[config.mk]
export PLATFORM = sky130hd
export DESIGN_NAME = mxint8_dot_product
export DESIGN_NICKNAME = d
export VERILOG_FILES = /design/src/rtl/mxint8_dot_product_pkg.sv /design/src/rtl/mxint8_lane_mac.sv /design/src/rtl/mxint8_dot_product.sv
export SDC_FILE = /design/constraint.sdc
export NUM_CORES = 2
export LEC_CHECK = 0
export ABC_AREA = 1
export BUFFER_PORTS_ARGS = -buffer_cell sky130_fd_sc_hd__buf_2
export CAP_MARGIN = 20
export CORE_MARGIN = 2
export CORE_UTILIZATION = 50
export CTS_CLUSTER_DIAMETER = 150
export DETAILED_ROUTE_END_ITERATION = 10
export HOLD_SLACK_MARGIN = 0.08
export PLACE_DENSITY_LB_ADDON = 0.08
export SYNTH_ARGS = -nofsm -noshare
export SYNTH_HDL_FRONTEND = slang
export SYNTH_HIERARCHICAL = 1
export SYNTH_SLANG_ARGS = --single-unit
[constraint.sdc]
create_clock -name i_clk -period 10.4 [get_ports i_clk]
set_input_delay 1.04 -clock i_clk [delete_from_list [all_inputs] [get_ports i_clk]]
set_output_delay 1.04 -clock i_clk [all_outputs]
set_load 0.02 [all_outputs]
[src/rtl/mxint8_dot_product_pkg.sv]
// Shared constants and FSM encoding for the MXINT8 dot-product datapath.
// Scales are E8M0 (bias 127, 0xFF = NaN); elements are 8-bit two's complement.
package mxint8_dot_product_pkg;

  localparam int BLOCK_SIZE           = 32;
  localparam int LANES                = 4;
  localparam int SCALE_WIDTH          = 8;
  localparam int MXINT8_ELEMENT_WIDTH = 8;
  localparam int SCALE_BIAS           = 127;
  localparam logic [SCALE_WIDTH-1:0] SCALE_NAN = 8'hFF;

  typedef enum logic [1:0] {
    ST_IDLE = 2'd0,
    ST_MAC  = 2'd1,
    ST_DONE = 2'd2
  } state_e;

  // Width of a counter that must hold 0..n-1, never narrower than one bit.
  function automatic int cnt_width(input int n);
    return (n > 1) ? $clog2(n) : 1;
  endfunction

endpackage

[src/rtl/mxint8_lane_mac.sv]
// Combinational multiply stage: LANES signed 8x8 products summed into one
// partial sum wide enough that the lane additions can never overflow.
module mxint8_lane_mac #(
  parameter int LANES      = 4,
  parameter int ELEM_WIDTH = 8
) (
  input  logic        [LANES*ELEM_WIDTH-1:0]           i_a,
  input  logic        [LANES*ELEM_WIDTH-1:0]           i_b,
  output logic signed [2*ELEM_WIDTH+$clog2(LANES)-1:0] o_psum
);
  import mxint8_dot_product_pkg::*;

  localparam int PROD_W = 2 * ELEM_WIDTH;
  localparam int PSUM_W = PROD_W + $clog2(LANES);

  logic signed [PROD_W-1:0] w_prod [LANES];

  for (genvar gi = 0; gi < LANES; gi++) begin : g_lane
    assign w_prod[gi] = $signed(i_a[gi*ELEM_WIDTH +: ELEM_WIDTH])
                      * $signed(i_b[gi*ELEM_WIDTH +: ELEM_WIDTH]);
  end

  always_comb begin
    o_psum = '0;
    for (int i = 0; i < LANES; i++) begin
      o_psum = o_psum + PSUM_W'(w_prod[i]);
    end
  end

endmodule

[src/rtl/mxint8_dot_product.sv]
// MXINT8 block dot product: captures an A/B block pair, accumulates LANES
// products per cycle, then holds the exact sum and combined exponent until taken.
module mxint8_dot_product #(
  parameter int BLOCK_SIZE  = mxint8_dot_product_pkg::BLOCK_SIZE,
  parameter int LANES       = mxint8_dot_product_pkg::LANES,
  parameter int ELEM_WIDTH  = mxint8_dot_product_pkg::MXINT8_ELEMENT_WIDTH,
  parameter int SCALE_WIDTH = mxint8_dot_product_pkg::SCALE_WIDTH,
  parameter int ACC_WIDTH   = 2*ELEM_WIDTH + $clog2(BLOCK_SIZE)
) (
  input  logic                         i_clk,
  input  logic                         i_rst_n,
  input  logic                         i_valid,
  output logic                         o_ready,
  input  logic [SCALE_WIDTH-1:0]       i_a_scale,
  input  logic [SCALE_WIDTH-1:0]       i_b_scale,
  input  logic [BLOCK_SIZE*ELEM_WIDTH-1:0] i_a_elements,
  input  logic [BLOCK_SIZE*ELEM_WIDTH-1:0] i_b_elements,
  output logic                         o_valid,
  input  logic                         i_ready,
  output logic [ACC_WIDTH-1:0]         o_acc,
  output logic [SCALE_WIDTH+1:0]       o_exp,
  output logic                         o_nan
);
  import mxint8_dot_product_pkg::*;

  localparam int BEATS     = BLOCK_SIZE / LANES;
  localparam int CNT_W     = cnt_width(BEATS);
  localparam int LANE_BITS = LANES * ELEM_WIDTH;
  localparam int BLK_BITS  = BLOCK_SIZE * ELEM_WIDTH;
  localparam int PSUM_W    = 2*ELEM_WIDTH + $clog2(LANES);
  localparam int EXP_W     = SCALE_WIDTH + 2;
  localparam logic [CNT_W-1:0] LAST_BEAT  = CNT_W'(BEATS - 1);
  localparam logic [EXP_W-1:0] EXP_OFFSET = EXP_W'(2 * SCALE_BIAS);

  state_e                       r_state;
  state_e                       w_state_next;
  logic                         w_ready;
  logic                         w_valid;
  logic                         w_accept;
  logic                         w_last;
  logic [CNT_W-1:0]             r_cnt;
  logic [BLK_BITS-1:0]          r_a_elems;
  logic [BLK_BITS-1:0]          r_b_elems;
  logic signed [ACC_WIDTH-1:0]  r_acc;
  logic signed [ACC_WIDTH-1:0]  r_result;
  logic [EXP_W-1:0]             r_exp;
  logic                         r_nan;
  logic signed [PSUM_W-1:0]     w_psum;
  logic signed [ACC_WIDTH-1:0]  w_acc_sum;
  logic [EXP_W-1:0]             w_exp;

  always_ff @(posedge i_clk) begin
    if (!i_rst_n) begin
      r_state <= ST_IDLE;
    end else begin
      r_state <= w_state_next;
    end
  end

  always_comb begin
    w_state_next = r_state;
    w_ready      = 1'b0;
    w_valid      = 1'b0;
    w_accept     = 1'b0;
    w_last       = 1'b0;
    case (r_state)
      ST_IDLE: begin
        w_ready = 1'b1;
        if (i_valid) begin
          w_accept     = 1'b1;
          w_state_next = ST_MAC;
        end
      end
      ST_MAC: begin
        if (r_cnt == LAST_BEAT) begin
          w_last       = 1'b1;
          w_state_next = ST_DONE;
        end
      end
      ST_DONE: begin
        // Ready stays low here, so a new block is never taken in the release cycle.
        w_valid = 1'b1;
        if (i_ready) begin
          w_state_next = ST_IDLE;
        end
      end
      default: w_state_next = ST_IDLE;
    endcase
  end

  mxint8_lane_mac #(
    .LANES      (LANES),
    .ELEM_WIDTH (ELEM_WIDTH)
  ) u_lane_mac (
    .i_a    (r_a_elems[LANE_BITS-1:0]),
    .i_b    (r_b_elems[LANE_BITS-1:0]),
    .o_psum (w_psum)
  );

  assign w_acc_sum = r_acc + ACC_WIDTH'(w_psum);
  assign w_exp     = {2'b00, i_a_scale} + {2'b00, i_b_scale} - EXP_OFFSET;

  // Element registers shift down one beat per cycle so the lanes always read the low slice.
  always_ff @(posedge i_clk) begin
    if (!i_rst_n) begin
      r_cnt     <= '0;
      r_acc     <= '0;
      r_result  <= '0;
      r_exp     <= '0;
      r_nan     <= 1'b0;
      r_a_elems <= '0;
      r_b_elems <= '0;
    end else if (w_accept) begin
      r_cnt     <= '0;
      r_acc     <= '0;
      r_exp     <= w_exp;
      r_nan     <= (i_a_scale == SCALE_NAN) || (i_b_scale == SCALE_NAN);
      r_a_elems <= i_a_elements;
      r_b_elems <= i_b_elements;
    end else if (r_state == ST_MAC) begin
      r_cnt     <= r_cnt + CNT_W'(1);
      r_acc     <= w_acc_sum;
      r_a_elems <= r_a_elems >> LANE_BITS;
      r_b_elems <= r_b_elems >> LANE_BITS;
      if (w_last) begin
        r_result <= w_acc_sum;
      end
    end
  end

  assign o_ready = w_ready;
  assign o_valid = w_valid;
  assign o_acc   = r_result;
  assign o_exp   = r_exp;
  assign o_nan   = r_nan;

endmodule

* Yosys cells after proc, flatten, opt, wreduce, memory -nomap -nowiden
Index checks and enable logic that the tools add are counted.
Storage, ports and cells: word-level logic and storage cells 49, flip-flop bits (word level) 570, bits of input ports 532, output and inout bits 34
Operators by class: reduce and logical (&&, ||, !) cells 6, multiplexer cells 14, equal/unequal tests 8, $mul 4, bitwise operators 2, add/sub/neg operators 7
Operators by type and width (number):
- 256-bit two-way mux | 4
- 8-bit by 8-bit multiplier with 16-bit output | 4
- 21-bit by 18-bit adder with 21-bit output | 1
- 17-bit by 16-bit adder with 18-bit output | 1
- 18-bit by 16-bit adder with 18-bit output | 1
- 16-bit by 16-bit adder with 17-bit output | 1
- 8-bit == test, second input constant | 2
- 9-bit by 8-bit subtractor with 10-bit output, second input constant | 1
- 8-bit by 8-bit adder with 9-bit output | 1
- 1-bit two-way mux | 6
- 2-bit two-way mux | 3
- 2-bit inequality test, second input constant | 3
- 2-bit one-hot mux with 3 select lines | 1
- 3-bit AND reduction | 2
- 3-bit by 1-bit adder with 3-bit output, second input constant | 1
- 3-bit == test, second input constant | 1
- 2-bit by 1-bit == test with 1-bit output, second input constant | 1
- 2-bit == test, second input constant | 1
- 2-bit logical NOT | 1
- 1-bit inverter | 2
- 2-bit nonzero test | 1
- 2-bit OR reduction | 1
- 1-bit logical OR | 1

* Logic depth before layout (Yosys ltp)
word-level depth 5, mapped depth 39, depth with buffers taken out 39

* By module
The synthesis kept the hierarchy.
Modules (own cells, without submodules):
- mxint8_dot_product | area each 24312.1 um2, sequential area each 11410.9 um2, cells an instance 3327, instances 1
- mxint8_lane_mac | area each 11484.8 um2, sequential area each 0.0 um2, cells an instance 1389, instances 1

* Worst setup path after synthesis
OpenSTA, ideal clock, no wires.
kind register to register, start point register r_a_elems[23], end point register r_acc[20], library setup time 0.109 ns, required time 10.291 ns, path buffers 1, period minus slack after synthesis 7.137 ns, cell stages (with the launch flop) 32, setup slack 3.263 ns, data arrival time 7.028 ns, path through dfxtp_1 -> clkbuf_1 -> nand2_1 -> fa_1 -> inv_1 -> fa_1 -> inv_1 -> fa_1 -> fa_1 -> inv_1 -> fa_1 -> inv_1 -> fa_1 -> fa_1 -> fa_1 -> inv_1 -> ha_1 -> a21o_1 -> a31oi_1 -> nand3_1 -> nand3_1 -> nand2_1 -> ha_1 -> nand2_1 -> nor2_1 -> inv_1 -> nor2_1 -> nand3_1 -> nand4_1 -> nand3_1 -> nand2_1 -> inv_1
On the way: longest elaborated chain between the ends 4
Ends and longest elaborated chain:
- start, declared | line mxint8_dot_product.sv:42 | logic [BLK_BITS-1:0] r_a_elems;
- start signal, assigned | line mxint8_dot_product.sv:118 | r_a_elems <= i_a_elements;
- start signal, assigned | line mxint8_dot_product.sv:123 | r_a_elems <= r_a_elems >> LANE_BITS;
- 8-bit by 8-bit multiplier with 16-bit output | line mxint8_lane_mac.sv:20 | * $signed(i_b[gi*ELEM_WIDTH +: ELEM_WIDTH]);
- 17-bit by 16-bit adder with 18-bit output | line mxint8_lane_mac.sv:26 | o_psum = o_psum + PSUM_W'(w_prod[i]);
- 18-bit by 16-bit adder with 18-bit output | line mxint8_lane_mac.sv:26
- named net w_psum[17] | line mxint8_dot_product.sv:48 | logic signed [PSUM_W-1:0] w_psum;
- 21-bit by 18-bit adder with 21-bit output | line mxint8_dot_product.sv:100 | assign w_acc_sum = r_acc + ACC_WIDTH'(w_psum);
- end signal, assigned | line mxint8_dot_product.sv:122 | r_acc <= w_acc_sum;
- end, declared | line mxint8_dot_product.sv:44 | logic signed [ACC_WIDTH-1:0] r_acc;
The timed path passes the listed nets, and every way through them passes these cells. A chain may end at the register's enable or synchronous reset.

* Worst setup path in the final report
start point register r_b_elems[8], end point register r_acc[20]
On the way: longest elaborated chain between the ends 5
Ends and longest elaborated chain:
- start, declared | line mxint8_dot_product.sv:43 | logic [BLK_BITS-1:0] r_b_elems;
- start signal, assigned | line mxint8_dot_product.sv:119 | r_b_elems <= i_b_elements;
- start signal, assigned | line mxint8_dot_product.sv:124 | r_b_elems <= r_b_elems >> LANE_BITS;
- 8-bit by 8-bit multiplier with 16-bit output | line mxint8_lane_mac.sv:20
- 16-bit by 16-bit adder with 17-bit output | line mxint8_lane_mac.sv:26
- 17-bit by 16-bit adder with 18-bit output | line mxint8_lane_mac.sv:26
- 18-bit by 16-bit adder with 18-bit output | line mxint8_lane_mac.sv:26
- named net w_psum[17] | line mxint8_dot_product.sv:48
- 21-bit by 18-bit adder with 21-bit output | line mxint8_dot_product.sv:100
The timed path passes the listed nets, and every way through them passes these cells.

==> results summary <==
The share of power burned in registers came out at 31.5%. The die outline height came out at 272 um. In this run the remaining antenna-violating nets after routing total 0. The cell internal power dissipation came out at roughly 4.8 mW.

The maximum clock insertion buffer count is 3. The worst setup path is captured at a flip-flop. The startpoint of the most critical setup path is r_b_elems[8].

The maximum clock frequency came out at ~130 MHz. After clock tree synthesis, the clock-pin slew on the worst setup and hold paths is 60 ps. The required time of the worst setup path is 10,910 ps.

The register area share after synthesis came out at 31.9%. The number of flops mapped to enable cells by yosys is 0. The delay of the slowest cell on the worst path is 590 ps. The mean routed wirelength per cell came out at 19.6 um. The global-route wire length before repair is about 180,000 um. The number of maximum-capacitance constraint violations came out at 0. The overall fraction of global-route tracks in use came out at roughly a third. The count of final max-slew check failures is 0. The worst path needs 7890 ps of the cycle, external delays included. Buffers inserted during clock tree synthesis total 66. In this run the tightest slew margin relative to its limit is between 20% and 30%. In this run the critical register-to-register path is launched from r_b_elems[8]. Setup repair after global routing left no endpoint under its margin. The setup slack after layout came out at 2510 ps. The die covers 0.0738 mm2. The number of placement rows came out at 98.

The relative contribution of the clock network to total power is 30.4%. The synthesized net count is 5,703. The via count of the first global-routing pass came out at 30,800. Once the floorplan was initialized, standard cells occupied 50.2% of the core. The global placement routability congestion is 0.994.

The combinational group share of total power came out at 38.1%. The analysis attributes to net switching a power of 3.10 mW. Clock tree synthesis selected as its root buffer the cell clkbuf_16. The via density per instance is approximately 5.2. The total number of clock tree sinks came out at 570.

The number of different library cells used by synthesis comes to 46. The static leakage came out at roughly 20 nW. The buffer and inverter count on the worst path came out at 9. The source of the worst hold timing path is o_exp[4].

The total of warnings raised by yosys came out at 6. The type of origin of the critical path is a flip-flop. The worst vdd rail ir drop came out at roughly 190 uV. The number of hold buffers added after cts is 0. The number of DRC markers after the initial detailed-route iteration came out at 2,749. The cell area after technology mapping came out at 0.0358 mm2. The switching part of the total came out at 39.1%. The completed layout was analyzed and its total power is 7.94 mW. The top flip-flop cell by instance count after synthesis is dfxtp_1. Buffers added to address setup during post-CTS repair amount to 0. In this run the worst path has a maximum fanout of 9. The total number of nets in the final design came out at about 6,000.

Relative to the synthesized area, the layout overhead comes to 14.3%. The die is 272 um wide. The flow ran to the end, and the final reports show no timing, DRC or antenna violations.

Setup total negative slack on the finished layout was measured at 0 ps. The post-route fraction of the period consumed by the critical path came out at 75.8%. The final number of setup-violating endpoints came out at 0. The number of standard cells after synthesis came out at about 4,700. The total wirelength of the detailed-routed design is 119,000 um.

The worst setup path is of the reg2reg kind. The end-of-flow core utilization came out at 57.4%. In the synthesized netlist the async set-or-reset flop fraction comes to 0%. Power spread over the standard cell area amounts to 194 mW/mm2.

The number of antenna violations at the first check in global routing is 73. The signal arrival time at the worst endpoint is 8400 ps. In this run, post-CTS repair resized a total of 0 instances. For the pin with the worst max-slew slack, the measured transition is roughly 1100 ps. roughly 570 I/O pins were placed. The tightest hold margin came out at 457 ps.

The H-tree depth came out at 3. Before CTS, the worst setup slack after placement is between 2000 and 2500 ps. A synthesized cell averages 7.59 um2. TritonCTS built the clock tree.

The count of buffers added on input and output ports is 565. Detailed routing inserted a total of 31,700 vias. The post-route clock skew came out at 28.8 ps.

The slowest stage of the critical path is the fa_1 cell. In this design, the largest share of critical-path delay is due to adder cells. Summed over all nets, the half-perimeter wirelength after detailed placement is ~90,000 um. The insertion delay of the later-clocked pin in the worst-skew pair came out at just over 600 ps. The worst hold path belongs to the class reg2reg.

The pin count of the biggest net entering global routing is 235. After filler insertion, the fill cell instance count of the layout stands at 6,923. The cell seen most often among critical-path stages is inv_1. The count of endpoints failing hold in the final timing report came out at 0. After detailed routing, the number of remaining DRC violations is 0. The first detailed-routing pass ran for 5 iterations. The overall overflow remaining after global route is 0. Of the cells placed in the final design, the portion with a size suffix greater than 1 is 14.1%. After floorplanning, the core was sized to cover 0.0712 mm2. The flop and latch count out of synthesis came out at 570.
[flip-flops by register name (all words and copies together) (netlist names)]
register / cells
r_b_elems: 256
r_a_elems: 256
o_acc: 21
r_state: 2
o_exp: 10
r_acc: 21
r_cnt: 3
o_nan: 1
[kinds of logic (layout without fill, tap and decap cells)]
logic type      after synthesis  count (layout)  share of synthesized area [%]
xor+xnor                     28              28                          0.706
fa+ha+maj                   455             455                           22.6
other cells                   0              37                              0
simple gates               2033            2033                           22.1
buf+inv                     996            1389                           11.3
flops                       570             570                           31.9
compound gates              634             634                           11.4
[synth_stat cells, types with 28 or more instances]
master | n | area [um2]
a221oi_1 | 32 | 280
nand3_1 | 105 | 526
dfxtp_1 | 570 | 11400
buf_2 | 133 | 666
o211ai_1 | 45 | 338
nand2_1 | 1753 | 6580
o21ai_0 | 42 | 210
inv_1 | 689 | 2590
ha_1 | 134 | 1680
a31oi_1 | 370 | 2310
fa_1 | 321 | 6430
buf_4 | 28 | 210
a21oi_1 | 86 | 430
nor2_1 | 130 | 488
clkbuf_1 | 131 | 492
[cell usage in the layout (no fill, tap or decap), drive strengths merged, types with 17 or more instances in the layout]
| cell type | count |
|---|---|
| o21ai | 47 |
| a31oi | 370 |
| fa | 321 |
| clkbuf | 88 |
| buf | 581 |
| nand2 | 1757 |
| diode | 37 |
| nand3 | 107 |
| a32o | 20 |
| a21oi | 86 |
| xor2 | 20 |
| inv | 695 |
| dfxtp | 570 |
| a221oi | 32 |
| ha | 134 |
| clkinv | 17 |
| nor2 | 135 |
| o211ai | 46 |
[per-layer routing]
metal  vias to the layer above  global-route usage (%)  wire, um
li1                      15500                       -         -
met4                        54                    13.5      4610
met2                       924                    51.9     56700
met1                     15100                    40.2     49500
met3                       228                    7.25      8100
met5                         -                       0       362
[power by group through the flow]
stage	clock [mW]	sequential (mW)	combinational, mW
finish	2.42	2.50	3.03
global route	2.54	2.52	3.41
CTS	2.45	2.50	3.04
detailed placement	0	2.54	3.02
global placement	0	2.54	3.02
floorplan	0	2.47	2.23
[final timing paths]
check / end / slack [ps] / cells after the start
max: r_acc[20] / 2510 / 32
min reg2reg: o_exp[4] / 460 / 2
max reg2reg: r_acc[20] / 2510 / 32
min: o_exp[4] / 460 / 2
[per-stage QoR]
step	area (um2)	instances
3_3_place_gp	38600	5945
3_5_place_dp	38600	5945
4_1_cts	40800	6059
6_report	40900	6096
2_1_floorplan	35800	4716
5_1_grt	40900	6091
[worst min-delay path: cells and delay by family, from the launching register on]
| family | cells | cell delay, ps |
|---|---|---|
| DFF | 1 | 310 |
| and+or+nand+nor | 2 | 100 |
[cell type report]
type                       instances  area (um2)  share of cell area, %
clock inverter                    26         394                  0.963
antenna                           37        92.6                  0.226
inverter                         694        2630                   6.42
clock buffer                      88        1850                   4.53
tap                              950        1190                   2.90
multi-input combinational       3150       20400                   49.7
timing repair buffer             581        3000                   7.33
sequential                       570       11400                   27.9
Power figures use the tool's default switching activity.
